$ cat src/rtl/rcpu_intc.sv
// Interrupt controller for the RCPU core: merges up to 16 masked level/edge lines into a single
// irq/turnOffIRQ handshake with fixed lowest-index-first priority and per-channel vectors.
module rcpu_intc #(
    parameter int unsigned CHANNELS  = 8,
    parameter int unsigned N         = 32,
    parameter int unsigned M         = 16,
    parameter int unsigned VEC_SHIFT = 2
) (
    input  logic                clk,
    input  logic                rst,
    input  logic [CHANNELS-1:0] irqIn,
    output logic                irq,
    input  logic                turnOffIRQ,
    output logic [N-1:0]        intAddr,
    output logic [M-1:0]        intData,
    input  logic [2:0]          cfgAddr,
    input  logic [M-1:0]        cfgWrite,
    input  logic                cfgWE,
    input  logic                cfgRE,
    output logic [M-1:0]        cfgRead
);

    typedef enum logic [1:0] {
        StIdle   = 2'd0,
        StReq    = 2'd1,
        StActive = 2'd2
    } state_e;

    localparam logic [2:0] AddrMask    = 3'd0;
    localparam logic [2:0] AddrEdge    = 3'd1;
    localparam logic [2:0] AddrPending = 3'd2;
    localparam logic [2:0] AddrVbaseLo = 3'd3;
    localparam logic [2:0] AddrVbaseHi = 3'd4;
    localparam logic [2:0] AddrEoi     = 3'd5;
    localparam logic [2:0] AddrStatus  = 3'd6;

    logic [CHANNELS-1:0] r_mask;
    logic [CHANNELS-1:0] r_edge;
    logic [CHANNELS-1:0] r_pend;
    logic [CHANNELS-1:0] r_prev;
    logic [31:0]         r_vbase;
    state_e              r_state;
    logic [3:0]          r_ch;
    logic                r_irq;
    logic [N-1:0]        r_addr;
    logic [M-1:0]        r_read;

    logic [15:0]         w_wr16;
    logic [CHANNELS-1:0] w_wr_ch;
    logic                w_we_pend;
    logic                w_eoi;
    logic                w_ack;
    logic [CHANNELS-1:0] w_rise;
    logic [CHANNELS-1:0] w_clr;
    logic [CHANNELS-1:0] w_pend_d;
    logic [CHANNELS-1:0] w_req;
    logic                w_cand_valid;
    logic [3:0]          w_cand;
    logic [N-1:0]        w_vec;
    logic [M-1:0]        w_read;

    assign w_wr16    = 16'(cfgWrite);
    assign w_wr_ch   = CHANNELS'(cfgWrite);
    assign w_we_pend = cfgWE && (cfgAddr == AddrPending);
    assign w_eoi     = cfgWE && (cfgAddr == AddrEoi);
    assign w_ack     = (r_state == StReq) && turnOffIRQ;

    // Edge channels latch rising edges until acked or W1C'd (set beats clear);
    // level channels simply track the registered input.
    always_comb begin
        w_rise   = irqIn & ~r_prev;
        w_clr    = '0;
        w_pend_d = r_pend;
        for (int i = 0; i < int'(CHANNELS); i++) begin
            w_clr[i] = (w_ack && (r_ch == 4'(i))) || (w_we_pend && w_wr_ch[i]);
            if (r_edge[i]) begin
                w_pend_d[i] = w_rise[i] | (r_pend[i] & ~w_clr[i]);
            end else begin
                w_pend_d[i] = irqIn[i];
            end
        end
    end

    // Fixed priority: scan downwards so the lowest index wins.
    always_comb begin
        w_req        = r_pend & r_mask;
        w_cand_valid = |w_req;
        w_cand       = '0;
        for (int i = int'(CHANNELS) - 1; i >= 0; i--) begin
            if (w_req[i]) begin
                w_cand = 4'(i);
            end
        end
    end

    assign w_vec = N'(r_vbase) + (N'(w_cand) << VEC_SHIFT);

    always_comb begin
        w_read = '0;
        unique case (cfgAddr)
            AddrMask:    w_read = M'(r_mask);
            AddrEdge:    w_read = M'(r_edge);
            AddrPending: w_read = M'(r_pend);
            AddrVbaseLo: w_read = M'(r_vbase[15:0]);
            AddrVbaseHi: w_read = M'(r_vbase[31:16]);
            AddrStatus:  w_read = M'({r_state, r_ch});
            default:     w_read = '0;
        endcase
    end

    always_ff @(posedge clk or negedge rst) begin
        if (!rst) begin
            r_mask  <= '0;
            r_edge  <= '0;
            r_pend  <= '0;
            r_prev  <= '0;
            r_vbase <= '0;
            r_read  <= '0;
        end else begin
            r_prev <= irqIn;
            r_pend <= w_pend_d;
            if (cfgWE) begin
                case (cfgAddr)
                    AddrMask:    r_mask <= w_wr_ch;
                    AddrEdge:    r_edge <= w_wr_ch;
                    AddrVbaseLo: r_vbase[15:0] <= w_wr16;
                    AddrVbaseHi: r_vbase[31:16] <= w_wr16;
                    default: ;
                endcase
            end
            // Read data is taken from pre-write register values.
            if (cfgRE) begin
                r_read <= w_read;
            end
        end
    end

    always_ff @(posedge clk or negedge rst) begin
        if (!rst) begin
            r_state <= StIdle;
            r_ch    <= '0;
            r_irq   <= 1'b0;
            r_addr  <= '0;
        end else begin
            case (r_state)
                StIdle: begin
                    if (w_cand_valid) begin
                        r_ch    <= w_cand;
                        r_addr  <= w_vec;
                        r_irq   <= 1'b1;
                        r_state <= StReq;
                    end
                end
                StReq: begin
                    // Request is committed: only the core's acknowledge retires it.
                    if (turnOffIRQ) begin
                        r_irq   <= 1'b0;
                        r_state <= StActive;
                    end
                end
                StActive: begin
                    if (w_eoi) begin
                        r_state <= StIdle;
                    end
                end
                default: begin
                    r_irq   <= 1'b0;
                    r_state <= StIdle;
                end
            endcase
        end
    end

    assign irq     = r_irq;
    assign intAddr = r_addr;
    assign intData = M'(r_ch);
    assign cfgRead = r_read;

endmodule

$ cat config.mk
export PLATFORM = sky130hd
export DESIGN_NAME = rcpu_intc
export DESIGN_NICKNAME = d
export VERILOG_FILES = /design/src/rtl/rcpu_intc.sv
export SDC_FILE = /design/constraint.sdc
export NUM_CORES = 1
export LEC_CHECK = 0
export ABC_CLOCK_PERIOD_IN_PS = 2700
export CAP_MARGIN = 30
export CORE_MARGIN = 4
export CORE_UTILIZATION = 45
export DETAILED_ROUTE_END_ITERATION = 6
export GPL_ROUTABILITY_DRIVEN = 1
export PLACE_DENSITY = 0.68
export SLEW_MARGIN = 25
export SYNTH_ARGS = -nofsm -noshare
export SYNTH_HDL_FRONTEND = slang
export SYNTH_SLANG_ARGS = --single-unit
$ cat constraint.sdc
create_clock -name clk -period 2.7 [get_ports clk]
set_input_delay 0.27 -clock clk [delete_from_list [all_inputs] [get_ports clk]]
set_output_delay 0.27 -clock clk [all_outputs]
set_load 0.02 [all_outputs]
==> results.cfg <==
[setup_path]
regToRegSetupSlack_ps = 110
cp.arrival_ps = 2870
worstPathCellList = nand2_1, a32o_1, a22oi_1, o21ai_1, ha_1, inv_1, fa_1, nor2b_4, o2111ai_4, buf_4, nor3_2, xnor2_1, o21ai_1
cpMostUsedCell = o21ai_1
cp.required_ps = 2980
start_kind = flop
path_max_fanout = 6
r2r_cells = 13
crit_path_end_kind = flop
slowest_delay_ps = 420
slowest_stage = fa_1
reg2reg_from = r_mask[6]$_DFFE_PN0P_
rr_endpoint = intAddr[30]$_DFFE_PN0P_
crit_family = compound AO/OA/AOI/OAI gates
cp_num_buf_inv = 2
critPathKind = flop to flop

[clocking]
cts-root-buf = clkbuf_16
cts_sinks = 118
cts_tree = done
cts_buffers = 17
clk_pin_slew_ps = 50
insertion_delay_ps = 410
htreeDepth = 4
cts_setup_buffers = 0
cts_buffer_depth = 2

[floorplan]
core_area_mm2 = 0.0122
fp.dieH_um = 121
initial_core_util_pct = 46.8
num_rows = 40
ioPinCount = 97
dieArea_mm2 = 0.0146
die_x_um = 121

[sta]
tightest_slew_ps = 679
min_period_ps = 2590
hold_violations = 0
max_slew_margin_pct = 54.8
fmax_ghz = 0.386
final_min_period_over_clock_period_pct = 95.9
grt_setup_unrepaired = true
finalSetupViolations = 0
finalWorstSetupSlack_ps = 111
worst_clock_skew_ps = 6.90
drv_slew = 0

[cells_and_area]
stdcell_count = 805
layout_commonest_cell = dfrtp_1
area_growth_pct = 28.3
finish.utilization_pct = 60.0
final_cell_mix = dfrtp_1, clkdlybuf4s50_1, nand2_1, mux2_2, nor2_1
n_antenna_cell = 0
seq_area_mm2 = 0.00295
fin_nets = 663
multiInputGateArea_mm2 = 0.00260
drive_gt1_share_pct = 19.5
fillCellCount = 1054

[detailed_routing]
first_pass_iters = 4
drtIter0Drc = 262
ant_nets = 0
drc = 0
num_vias = 4353
avgViaCountPerCell = 5.41
finalWirelength_mm = 14.7
wl_per_cell_um = 18.3

[hold_path]
hold_class = input port to flop
holdPathStages = 1
holdPathEnd = r_prev[2]$_DFF_PN0_
worstHoldStart = irqIn[2]

[synthesis]
ys_top_cells_by_area = dfrtp_1, mux2_2, nand2_1
yosys.area.top_type = dfrtp_1
syn_area_mm2 = 0.00571
synthArstFlopShare_pct = 100
yosysSeqAreaShare_pct = 51.7
synthCells = 528
ys_ff_latch = 118
avgSynthCellArea_um2 = 10.8
synth_cell_types = 51
synthFlopType = dfrtp_1
synth_edf_count = 0
synth_top_area_share_pct = 51.7
synth_warnings = 0

[pwr]
totalPowerFinal_mw = 7.09
leakage_nw = 3.05
power_density_mw_per_mm2 = 966
vdd.ir_drop.worst_mv = 0.520

[global_routing]
antenna_found_initial = 0
overflow = 0
track_usage_pct = 21.6
grt_max_degree = 52
grt_pass1_wl_mm = 24.2
grt_pass1_vias = 4565

[place]
placed_cells = 775
numPortBuffers = 83
dp_hpwl_mm = 10.8
pre_cts_ws_ps = -7.30
place.gp.congestion = 0.872

[run_status]
run_status = finished, final reports clean

[run]
max_cap_violations = 0
## worst max-delay path by stage
stage	start	endpoint	slack [ps]	cells past startpoint
2_1_floorplan	r_pend[6]$_DFF_PN0_	intAddr[26]$_DFFE_PN0P_	80	12
3_3_place_gp	r_pend[6]$_DFF_PN0_	intAddr[26]$_DFFE_PN0P_	60	12
4_1_cts	r_mask[6]$_DFFE_PN0P_	intAddr[26]$_DFFE_PN0P_	30	12
3_5_place_dp	r_pend[6]$_DFF_PN0_	intAddr[26]$_DFFE_PN0P_	-7	12
5_1_grt	r_pend[6]$_DFF_PN0_	intAddr[31]$_DFFE_PN0P_	-60	12
6_report	r_mask[6]$_DFFE_PN0P_	intAddr[30]$_DFFE_PN0P_	110	13
## cell families after synthesis
family	Yosys count	synth area share, %
flops	118	51.7
buf+inv	51	4.47
mux	61	11.9
compound gates	109	13.0
other cells	1	0.0656
simple gates	156	13.6
xor+xnor	28	4.29
fa+ha+maj	4	1.01
## cells in the mapped netlist, drive strengths merged (4+ instances only)
| master | number |
|---|---|
| a31oi | 5 |
| nor2 | 33 |
| nand2 | 67 |
| inv | 10 |
| a22o | 5 |
| mux2i | 6 |
| clkbuf | 11 |
| nand3b | 4 |
| xor2 | 5 |
| nor3 | 10 |
| nor2b | 7 |
| o21ai | 41 |
| o21a | 6 |
| nor4 | 5 |
| nand3 | 12 |
| o221ai | 6 |
| a21oi | 7 |
| dfrtp | 118 |
| buf | 29 |
| mux2 | 55 |
| xnor2 | 23 |
| nand4 | 4 |
| a21o | 6 |
| a221oi | 13 |
| a22oi | 15 |
## metrics by stage
| step | hold WS [ps] | setup TNS [ps] | cell area (um2) |
|---|---|---|---|
| floorplan | -25.6 | 0 | 5760 |
| global placement | 341 | 0 | 6790 |
| detailed placement | 349 | -11.1 | 6790 |
| CTS | 321 | 0 | 7300 |
| global route | 322 | -258 | 7330 |
| finish | 331 | 0 | 7330 |
## sequential cells by signal, indices dropped and copies added (netlist names)
name,flops
r_mask,8
cfgRead,16
r_pend,8
r_ch,3
irq,1
intAddr,32
r_state,2
r_vbase,32
r_edge,8
r_prev,8
## power breakdown
part	switching, mW	internal (mW)
sequential	0.479	2.27
combinational	1.27	1.16
clock	0.719	1.19
## repair_timing
action	in CTS	in global routing
setup endpoints to repair	3	13
endpoints found under the hold margin	49	0
gates resized for setup	2	5
pin swaps	0	1
cloned	0	0
hold buffers	1	0
## worst reg2reg max path, cell delays in order (launching register included)
cell       delay [ps]
dfrtp_1           390
nand2_1            60
a32o_1            180
a22oi_1            70
o21ai_1           180
ha_1              200
inv_1              50
fa_1              420
nor2b_4           170
o2111ai_4         170
buf_4             210
nor3_2            140
xnor2_1           150
o21ai_1            70
## routing by layer
metal	share of wire, %	global-route usage (%)
met5	0	0
met4	2.0	7.79
met3	5.6	6.41
met2	50	35.9
met1	42	26.9
## final cells by class
type	count	area share, %
sequential	118	40.3
multi-input combinational	371	35.4
timing repair buffer	108	14.1
clock buffer	23	6.38
tap	168	2.87
inverter	11	0.563
clock inverter	6	0.410
Note: power is estimated with default switching activity, not from simulation.
